`src/rtl/alu_issue.sv`:
```
// Command sequencer for the 16-bit rotate/SLT ALU: it encodes the opcode, drives the ALU from registers and returns the tagged result.
// Define SELFCHECK_EN to add an inverse-rotate CHECK pass that reports mismatches on rsp_err.
`timescale 1ns/1ps

module alu_issue #(
    parameter int TAG_W = 4
) (
    input  logic             clk,
    input  logic             rst_n,
    input  logic             cmd_valid,
    output logic             cmd_ready,
    input  logic             cmd_op,
    input  logic [4:0]       cmd_amt,
    input  logic [15:0]      cmd_a,
    input  logic [15:0]      cmd_b,
    input  logic [TAG_W-1:0] cmd_tag,
    output logic [15:0]      alu_inp0,
    output logic [15:0]      alu_inp1,
    output logic [0:5]       alu_opcode,
    input  logic [15:0]      alu_opt,
    output logic             rsp_valid,
    input  logic             rsp_ready,
    output logic [15:0]      rsp_data,
    output logic [TAG_W-1:0] rsp_tag,
    output logic             rsp_err
);

    typedef enum logic [1:0] {
        S_IDLE,
        S_DRIVE,
        S_RESP
`ifdef SELFCHECK_EN
        , S_CHECK
`endif
    } state_e;

    state_e             state_q, state_d;
    logic [TAG_W-1:0]   tag_q, tag_d;
    logic [15:0]        data_q, data_d;
    logic [15:0]        inp0_q, inp0_d;
    logic [15:0]        inp1_q, inp1_d;
    logic [0:5]         opcode_q, opcode_d;
`ifdef SELFCHECK_EN
    logic [15:0]        a_q, a_d;
    logic               err_q, err_d;
`endif

    // Opcode encoding of the incoming command. A rotate by -16 wraps to an
    // identity, so the direction bit is only set for a non-zero magnitude.
    logic [4:0] neg_amt;
    logic [3:0] cmd_mag;
    logic       cmd_right;
    logic [0:5] cmd_opcode;

    always_comb begin
        neg_amt    = 5'(-cmd_amt);
        cmd_mag    = cmd_amt[4] ? neg_amt[3:0] : cmd_amt[3:0];
        cmd_right  = cmd_amt[4] && (cmd_mag != 4'd0);
        cmd_opcode = cmd_op ? 6'b100000 : {1'b0, cmd_right, cmd_mag};
    end

    // NOTE: every signal gets its hold value first so no path leaves one unassigned (no latches).
    always_comb begin
        state_d  = state_q;
        tag_d    = tag_q;
        data_d   = data_q;
        inp0_d   = inp0_q;
        inp1_d   = inp1_q;
        opcode_d = opcode_q;
`ifdef SELFCHECK_EN
        a_d      = a_q;
        err_d    = err_q;
`endif
        case (state_q)
            S_IDLE: begin
                if (cmd_valid) begin
                    tag_d    = cmd_tag;
                    inp0_d   = cmd_a;
                    inp1_d   = cmd_op ? cmd_b : 16'h0000;
                    opcode_d = cmd_opcode;
`ifdef SELFCHECK_EN
                    a_d      = cmd_a;
                    err_d    = 1'b0;
`endif
                    state_d  = S_DRIVE;
                end
            end
            S_DRIVE: begin
                data_d  = alu_opt;
                state_d = S_RESP;
`ifdef SELFCHECK_EN
                // Feed the forward result back with the direction flipped; it must reproduce A.
                if (!opcode_q[0]) begin
                    inp0_d      = alu_opt;
                    opcode_d[1] = ~opcode_q[1];
                    state_d     = S_CHECK;
                end
`endif
            end
`ifdef SELFCHECK_EN
            S_CHECK: begin
                err_d   = (alu_opt != a_q);
                state_d = S_RESP;
            end
`endif
            S_RESP: begin
                if (rsp_ready) begin
                    state_d = S_IDLE;
                end
            end
            default: state_d = S_IDLE;
        endcase
    end

    // NOTE: sequential state uses non-blocking assignments so all flops update together at the edge.
    always_ff @(posedge clk or negedge rst_n) begin
        if (!rst_n) begin
            state_q  <= S_IDLE;
            tag_q    <= '0;
            data_q   <= '0;
            inp0_q   <= '0;
            inp1_q   <= '0;
            opcode_q <= '0;
        end else begin
            state_q  <= state_d;
            tag_q    <= tag_d;
            data_q   <= data_d;
            inp0_q   <= inp0_d;
            inp1_q   <= inp1_d;
            opcode_q <= opcode_d;
        end
    end

`ifdef SELFCHECK_EN
    always_ff @(posedge clk or negedge rst_n) begin
        if (!rst_n) begin
            a_q   <= '0;
            err_q <= 1'b0;
        end else begin
            a_q   <= a_d;
            err_q <= err_d;
        end
    end

    assign rsp_err = err_q;
`else
    assign rsp_err = 1'b0;
`endif

    assign cmd_ready  = (state_q == S_IDLE);
    assign rsp_valid  = (state_q == S_RESP);
    assign rsp_data   = data_q;
    assign rsp_tag    = tag_q;
    assign alu_inp0   = inp0_q;
    assign alu_inp1   = inp1_q;
    assign alu_opcode = opcode_q;

endmodule

```
`config.mk`:
```
export PLATFORM = sky130hd
export DESIGN_NAME = alu_issue
export DESIGN_NICKNAME = d
export VERILOG_FILES = /design/src/rtl/alu_issue.sv
export SDC_FILE = /design/constraint.sdc
export NUM_CORES = 1
export LEC_CHECK = 0
export CORE_ASPECT_RATIO = 2
export CORE_MARGIN = 2
export CORE_UTILIZATION = 40
export CTS_CLUSTER_DIAMETER = 200
export CTS_CLUSTER_SIZE = 40
export DETAILED_ROUTE_END_ITERATION = 8
export GPL_ROUTABILITY_DRIVEN = 0
export PLACE_DENSITY = 0.8
export SYNTH_ARGS = -nofsm -noshare
export SYNTH_HDL_FRONTEND = slang
export SYNTH_SLANG_ARGS = --single-unit
```
`constraint.sdc`:
```
create_clock -name clk -period 1.7 [get_ports clk]
set_input_delay 0.255 -clock clk [delete_from_list [all_inputs] [get_ports clk]]
set_output_delay 0.255 -clock clk [all_outputs]
set_load 0.005 [all_outputs]
```
==> run metrics, run 1 <==
clock slew at reported path FFs=0.05 ns; synth warn=0; Final Slew Violations=0; CTS root buf=clkbuf_16; Critical Setup Path Class=flip-flop to flip-flop; initial antenna violation count=0; Final ANT Viol Nets=0; DRC=0; post-route cell area=4115 sq um; # IOs=123; ys async rst share=1.000; total grt overflow=0; Area contributors post-synth=dfrtp_1, mux2_4, mux2_2; die area=6910 sq um; Syn Area/Cell=13.31 sq um; final hold violations=0; Unique masters post-synth=26; Core ar.=6006 sq um; DR pass1 iterations=4; P&R area growth vs syn=65.28%; placed cell count=367; outcome=completed; CP Data Required Time=1.91 ns; critical path's largest stage delay=0.40 ns; Antenna diodes=0; Final min period=1.533 ns; Syn Std Cell Area=2490 sq um; Min-Delay Path Class=input pin to async pin; Clock Skew=0.005385 ns; #FFs+latches synth=60; Max VDD drop=1.335 mV; Post-Route Utilization=0.6852; CTS max path bufs=2; CP max FO=32; Pwr Density=1793 nW/um^2; overall routing resource usage=0.1866; clock tree from TritonCTS=built; H-tree levels=3; WL final=5970 microns; starting density of the core=0.4146; Port-buffer cells=121; Post-synth top cells=dfrtp_1, nand2_1, mux2_4; die extent in x=59.79 microns; Power, Total=7.379 mW; first-pass GRT wire length=9377 microns; routed via count=1878; ys flop type=dfrtp_1; P_leak=1.850 nW; RSZ-0062 raised after global routing=no; final setup fails=0; startpoint types=flip-flop; Reg2Reg Depth=4; number of buffers created by CTS=9; Rows=40; Critical Path AT=1.74 ns; Worst Setup SP=state_q[0]; EDFF count, synth=0; Setup crit end=alu_inp0[13]; clk_lat worst skew=0.32 ns; Period Utilization, post-route=0.9017; flop-to-flop setup slack=0.17 ns; Die H=115.6 microns; post-synth top area cell=dfrtp_1; worst-path cell chain=buf_4 -> or3b_4 -> buf_12 -> mux2_4; FMAX=652.4 MHz; register area share after synthesis=0.6030; Via density=4.878; share of cells above drive strength 1=0.2019; initial DRC count=56; max cap viols=0; worst r2r src=state_q[0]; vias in the first global route=1961; Num Clock Sinks=60; CP max stage cell=or3b_4; Reg-to-Reg End=alu_inp0[13]; area share of the largest cell type after synthesis=0.6030; most frequent cell after synthesis=dfrtp_1; setup_tns=0 ns; Mapped Nets=250; Synth Instances=187; non-filler cells, final=385; DR WL/cell=15.51 microns; crit path capture type=flip-flop; Post-DP Area=3772 sq um; fin nets=380; DP HPWL=4372 microns; pin count of the biggest net entering global routing=61
[metal layers]
metal / GRT usage / vias to the layer above / part of all wire
met5: 0 / - / 0
met4: 0.1067 / 0 / 0.035
met3: 0.06585 / 15 / 0.056
met2: 0.3087 / 77 / 0.55
met1: 0.1990 / 897 / 0.36
li1: - / 889 / -
[sequential cells by signal, summed over array words and instances (netlist names)]
signal,count
alu_inp0,16
state_q,2
alu_inp1,16
alu_opcode,6
rsp_tag,4
rsp_data,16
[how the worst min path moves through the flow]
| stage | from | to | slack (ns) | cells past startpoint |
|---|---|---|---|---|
| after floorplan | rst_n | alu_inp0[0] | -0.04 | 0 |
| after global routing | rst_n | alu_inp0[3] | 0.48 | 3 |
| after CTS | rst_n | alu_inp0[3] | 0.46 | 3 |
| after detailed placement | rst_n | alu_inp0[3] | 0.28 | 2 |
| after global placement | rst_n | alu_inp0[1] | 0.28 | 2 |
| final | rst_n | alu_inp0[3] | 0.45 | 3 |
[per-stage QoR]
step                      worst slack [ns]  hold WS [ns]
after floorplan                     0.2548      -0.04059
after global placement             -0.1549        0.2800
after detailed placement           -0.1789        0.2823
after CTS                        0.0009204        0.4647
after global routing                0.1164        0.4780
final                               0.1671        0.4541
[cells by family after synthesis]
kind of cell / share of synthesized area
muxes: 0.2000
adders and majority gates: 0.005024
xor gates and xnor gates: 0.01055
and+or+nand+nor: 0.07287
other: 0.001506
buffers and inverters: 0.04623
DFF: 0.6030
AOI/OAI and AO/OA: 0.06081
[final cells by class]
| cell class | count | area, sq um |
|---|---|---|
| fillers | 445 | 1891 |
| flip-flops and latches | 60 | 1501 |
| repair buffers | 131 | 1323 |
| multi-input cells | 111 | 880.8 |
| clock buffers | 9 | 225.2 |
| clock inverters | 7 | 91.34 |
| well taps | 63 | 78.83 |
| inverters | 4 | 15.01 |
[critical path, delay by kind of cell (launching register included)]
kind	cells	cell delay, ns
multiplexers	1	0.31
flip-flops	1	0.37
AND/OR/NAND/NOR	1	0.40
buffers and inverters	2	0.33
[power by group]
group          internal [mW]  switching (mW)  total (mW)
logic                   2.06           0.918        2.98
clock network           1.27           0.621        1.89
registers               2.12           0.381        2.50
total                   5.46            1.92        7.38
[placed cells by master (no fill, tap or decap), types with 2 or more instances in the layout]
| cell | Yosys | routed |
|---|---|---|
| clkdlybuf4s50_1 | 0 | 118 |
| dfrtp_1 | 60 | 60 |
| nand2_1 | 34 | 34 |
| mux2_4 | 19 | 19 |
| mux2_2 | 18 | 18 |
| o21ai_0 | 17 | 17 |
| clkbuf_16 | 0 | 9 |
| buf_4 | 1 | 6 |
| inv_1 | 4 | 4 |
| nor2_1 | 3 | 3 |
| a22o_1 | 3 | 3 |
| o31ai_1 | 3 | 3 |
| clkinv_2 | 0 | 3 |
| buf_12 | 2 | 3 |
| xnor2_1 | 2 | 2 |
| nand2b_1 | 2 | 2 |
| bufinv_16 | 0 | 2 |
[what timing repair did]
action,4_1_cts,5_1_grt
buffers inserted,1,0
hold endpoints to repair,60,0
gates resized for setup,1,3
endpoints found under the setup margin,1,13
pin swaps,0,0
hold buffers,1,0
Note: power is estimated with default switching activity, not from simulation.
==> run 2: changes to the inputs <==
Settings changed: CORE_ASPECT_RATIO 2 to 1.4.
==> run 2 against run 1 <==
  * Maximum frequency down 4.8%
  * Flip-flop and latch count unchanged
  * Wire length down 5.6%
  * Register-to-register slack got worse by 0.08 ns
  * Die area fell by 0.43%
  * Clock skew grew 0.0034 ns
  * Critical path type unchanged
  * Largest cell class unchanged
  * Highest routed layer unchanged
==> run metrics, run 2 (same netlist as run 1, synthesis figures left out) <==
outcome=completed; pin count of the biggest net entering global routing=61 (unchanged); final setup fails=0 (unchanged); first-pass GRT wire length=9301 microns (-0.81%); final hold violations=0 (unchanged); WL met2=3017 microns (-8.2%); M1 wire length=2173 microns (+1.5%); DRC=0 (unchanged); Core ar.=6126 sq um (+2.0%); post-route cell area=4004 sq um (-2.7%); Pwr Density=1706 nW/um^2 (-4.8%); flop-to-flop setup slack=0.09 ns (-0.08 ns); number of buffers created by CTS=9 (unchanged); FMAX=621.2 MHz (-4.8%); DP HPWL=4160 microns (-4.9%); DR top layer=met4; Min-Delay Path Class=input pin to async pin; Port-buffer cells=121 (unchanged); initial antenna violation count=0 (unchanged); vias in the first global route=1993 (+1.6%); H-tree levels=3 (unchanged); metal3 WL=328 microns (-2.1%); clk_lat worst skew=0.32 ns (about the same); Num Clock Sinks=60 (unchanged); Clock Skew=0.008790 ns (+0.003405 ns); startpoint types=flip-flop; Post-DP Area=3771 sq um (about the same); starting density of the core=0.4065 (-0.008129); Die H=97.35 microns (-16%); # IOs=123 (unchanged); WL final=5633 microns (-5.6%); total grt overflow=0 (unchanged); Via density=4.668 (-4.3%); CTS max path bufs=2 (unchanged); routed via count=1830 (-2.6%); Max VDD drop=0.7830 mV (-41%); Final min period=1.610 ns (+0.07697 ns); CP max FO=43 (+34%); Critical Path AT=1.81 ns (+0.07 ns); die extent in x=70.68 microns (+18%); P_leak=1.785 nW (-3.6%); CTS root buf=clkbuf_8; Critical Setup Path Class=flip-flop to flip-flop; DR pass1 iterations=3 (-1); P&R area growth vs syn=60.80%; initial DRC count=60 (+7.1%); crit path capture type=flip-flop; Post-Route Utilization=0.6536 (-0.03161); most frequent cells in the layout=clkdlybuf4s50_1, dfrtp_1, nand2_1; overall routing resource usage=0.1720 (-0.01456); CP Data Required Time=1.90 ns (about the same); Period Utilization, post-route=0.9470 (+0.04528); DR WL/cell=14.37 microns (-7.3%); RSZ-0062 raised after global routing=no; Rows=34 (-15%); share of cells above drive strength 1=0.1938 (-0.008113); max cap viols=0 (unchanged); fin nets=379 (-0.26%); Antenna diodes=0 (unchanged); setup bufs post-CTS=0 (-1); clock tree from TritonCTS=built; Final ANT Viol Nets=0 (unchanged); most common cell after layout, fill and taps aside=clkdlybuf4s50_1; clock slew at reported path FFs=0.07 ns (+0.02 ns); Final Slew Violations=0 (unchanged); die area=6881 sq um (-0.43%)
run 2: through the flow:
step / hold slack, ns / setup TNS [ns] / total power, mW / cells / setup slack, ns
after global placement: 0.2818 / -3.822 / 5.404 / 376 / -0.1396
after floorplan: -0.04059 / 0 / 3.730 / 187 / 0.2548
after detailed placement: 0.2891 / -4.459 / 5.487 / 376 / -0.2463
after CTS: 0.4741 / 0 / 6.935 / 392 / 0.03402
final: 0.4749 / 0 / 6.832 / 392 / 0.09017
after global routing: 0.4844 / 0 / 7.241 / 392 / 0.01991
run 2: path summary, 6_finish.rpt:
path,start,to,cells past startpoint
setup / recovery,state_q[1],alu_inp1[12],5
setup reg to reg,state_q[1],alu_inp1[12],5
max in group asynchronous,rst_n,alu_inp0[13],3
hold reg to reg,alu_inp1[0],alu_inp1[0],2
min in group clk,alu_inp1[0],alu_inp1[0],2
hold / removal,rst_n,rsp_tag[3],3
run 2: area by class of cell:
type                       count  area, sq um
sequential                    60         1501
inverter                       4        15.01
fill                         494         2122
clock inverter                 4        72.57
timing repair buffer         130         1300
multi-input combinational    111        873.3
clock buffer                  11        151.4
tap                           72        90.09
run 2: what timing repair did:
action                     CTS  global route
setup endpoints to repair    1             1
resized for setup            1             1
hold buffers                 1             0
hold endpoints to repair    60             0
run 2: per-layer routing:
metal	global-route usage	up-vias
met5	0	-
met4	0.07257	0
met3	0.04046	11
met2	0.3019	70
met1	0.1970	864
li1	-	885
run 2: report_power, final:
group          total [mW]  switching (mW)  internal, mW
combinational        2.92           0.878          2.04
clock                1.41           0.519         0.895
sequential           2.50           0.382          2.12
run 2: critical path, cell delays in order, from the launching register on:
cell     delay [ns]
dfrtp_1        0.40
or3b_2         0.52
buf_12         0.20
buf_4          0.19
nand2_1        0.09
o21ai_1        0.08
==> run 3: changes to the inputs <==
Settings changed: CORE_ASPECT_RATIO 1.4 to 1.25.
==> run 3 against run 2 <==
  * First-iteration DRC count is 15% lower
  * Flip-flop and latch count unchanged
  * Combinational power is 5% higher
  * Highest routed layer unchanged
  * Final cell count increased by 4.3%
==> run metrics, run 3 (same netlist as run 1, synthesis figures left out) <==
outcome=completed; Critical Setup Path Class=flip-flop to flip-flop; Die H=92.21 microns (-5.3%); FMAX=622.4 MHz (+0.20%); most common cell after layout, fill and taps aside=clkdlybuf4s50_1; first-pass GRT wire length=9384 microns (+0.89%); Reg area=1501 sq um (unchanged); CP max FO=21 (-51%); flop-to-flop setup slack=0.09 ns (about the same); DR pass1 iterations=4 (+1); Post-DP Area=3807 sq um (+0.96%); total grt overflow=0 (unchanged); number of buffers created by CTS=9 (unchanged); Clock Skew=0.008845 ns (+0.00005521 ns); Antenna diodes=0 (unchanged); DR WL/cell=14.79 microns (+2.9%); CP Data Required Time=1.91 ns (about the same); Multi-input gate area=875.8 sq um (+0.29%); Pwr Density=1734 nW/um^2 (+1.6%); die area=6876 sq um (about the same); Final min period=1.607 ns (-0.003192 ns); post-route cell area=4096 sq um (+2.3%); max cap viols=0 (unchanged); Final WS setup=0.09336 ns (+0.003192 ns); final hold violations=0 (unchanged); RSZ-0062 raised after global routing=no; DRC=0 (unchanged); # IOs=123 (unchanged); Min-Delay Path Class=input pin to async pin; H-tree levels=3 (unchanged); setup_tns=0 ns (unchanged); startpoint types=flip-flop; Critical Path AT=1.81 ns (about the same); Core ar.=6086 sq um (-0.65%); overall routing resource usage=0.1822 (+0.01016); final setup fails=0 (unchanged); vias in the first global route=1950 (-2.2%); Place WS=-0.1731 ns (+0.07322 ns); worst-path cell chain=buf_4 -> or3b_4 -> buf_12 -> mux2_4; critical path's largest stage delay=0.43 ns (-0.09 ns); clk_lat worst skew=0.32 ns (about the same); CTS max path bufs=2 (unchanged); cell family with most CP delay=simple AND/OR/NAND/NOR gates; P_leak=1.824 nW (+2.2%); Max VDD drop=0.7375 mV (-5.8%); Rows=32 (-5.9%); routed via count=1863 (+1.8%); CTS root buf=clkbuf_8; share of cells above drive strength 1=0.2006 (+0.006867); die extent in x=74.57 microns (+5.5%); actual slew at the worst max-slew pin=0.5983 ns; Via density=4.555 (-2.4%); Final ANT Viol Nets=0 (unchanged); fin nets=383 (+1.1%); clock tree from TritonCTS=built; starting density of the core=0.4091 (+0.002674); initial antenna violation count=0 (unchanged); Reg2Reg Depth=4 (-1); # fillers=486 (-1.6%); Final Slew Violations=0 (unchanged); CP bufs+invs=2 (unchanged); Num Clock Sinks=60 (unchanged); pin count of the biggest net entering global routing=42 (-31%); instance count on the critical path=4 (-1); clock slew at reported path FFs=0.07 ns (about the same); Relative slew margins=0.6012; Period Utilization, post-route=0.9451 (-0.001878); P&R area growth vs syn=64.52%; initial DRC count=51 (-15%); DP HPWL=4406 microns (+5.9%); most frequent cells in the layout=clkdlybuf4s50_1, dfrtp_1, nand2_1; crit path capture type=flip-flop; CP max stage cell=or3b_4; WL final=6049 microns (+7.4%); Port-buffer cells=121 (unchanged)
-- run 3: final timing paths --
path | endpoint | start
max in group asynchronous | rsp_data[0] | rst_n
min in group clk | alu_inp1[13] | cmd_b[13]
setup / recovery | alu_inp0[8] | state_q[1]
hold reg to reg | alu_inp1[4] | alu_inp1[4]
setup reg to reg | alu_inp0[8] | state_q[1]
hold / removal | alu_inp1[13] | rst_n
-- run 3: metrics by stage --
step | utilization | hold slack [ns] | power (mW) | cells
after global routing | 0.6731 | 0.4959 | 7.526 | 409
after floorplan | - | -0.04059 | 3.730 | 187
after CTS | 0.6686 | 0.4539 | 7.145 | 408
after detailed placement | 0.6256 | 0.2985 | 5.556 | 390
after global placement | 0.6256 | 0.2952 | 5.437 | 390
final | 0.6731 | 0.4769 | 7.103 | 409
-- run 3: layer usage --
| metal | vias to the layer above | global-route usage | share of wire |
|---|---|---|---|
| met2 | 68 | 0.3053 | 0.52 |
| met4 | 0 | 0.09375 | 0.018 |
| met3 | 8 | 0.03407 | 0.058 |
| li1 | 896 | - | - |
| met5 | - | 0 | 0 |
| met1 | 891 | 0.2169 | 0.41 |
-- run 3: cell type report --
type | instances | area share
Clock buffer | 11 | 0.03451
Clock inverter | 4 | 0.02382
Inverter | 4 | 0.003665
Multi-Input combinational cell | 111 | 0.2138
Sequential cell | 60 | 0.3665
Tap cell | 85 | 0.02596
Timing Repair Buffer | 134 | 0.3317
-- run 3: report_power, final --
part | switching, mW | internal [mW] | total [mW]
Clock | 0.526 | 1.01 | 1.53
Sequential | 0.389 | 2.12 | 2.51
Combinational | 0.940 | 2.12 | 3.06
Total | 1.85 | 5.25 | 7.10
-- run 3: worst reg2reg max path: stages, from the launching register on --
cell,delay [ns]
dfrtp_1,0.40
buf_4,0.15
or3b_4,0.43
buf_12,0.19
mux2_4,0.32
-- run 3: timing repair --
item	in CTS	in global routing
endpoints found under the hold margin	25	0
hold buffers	1	0
endpoints found under the setup margin	1	37
gates cloned	0	1
gates resized for setup	3	1
buffers inserted	2	0
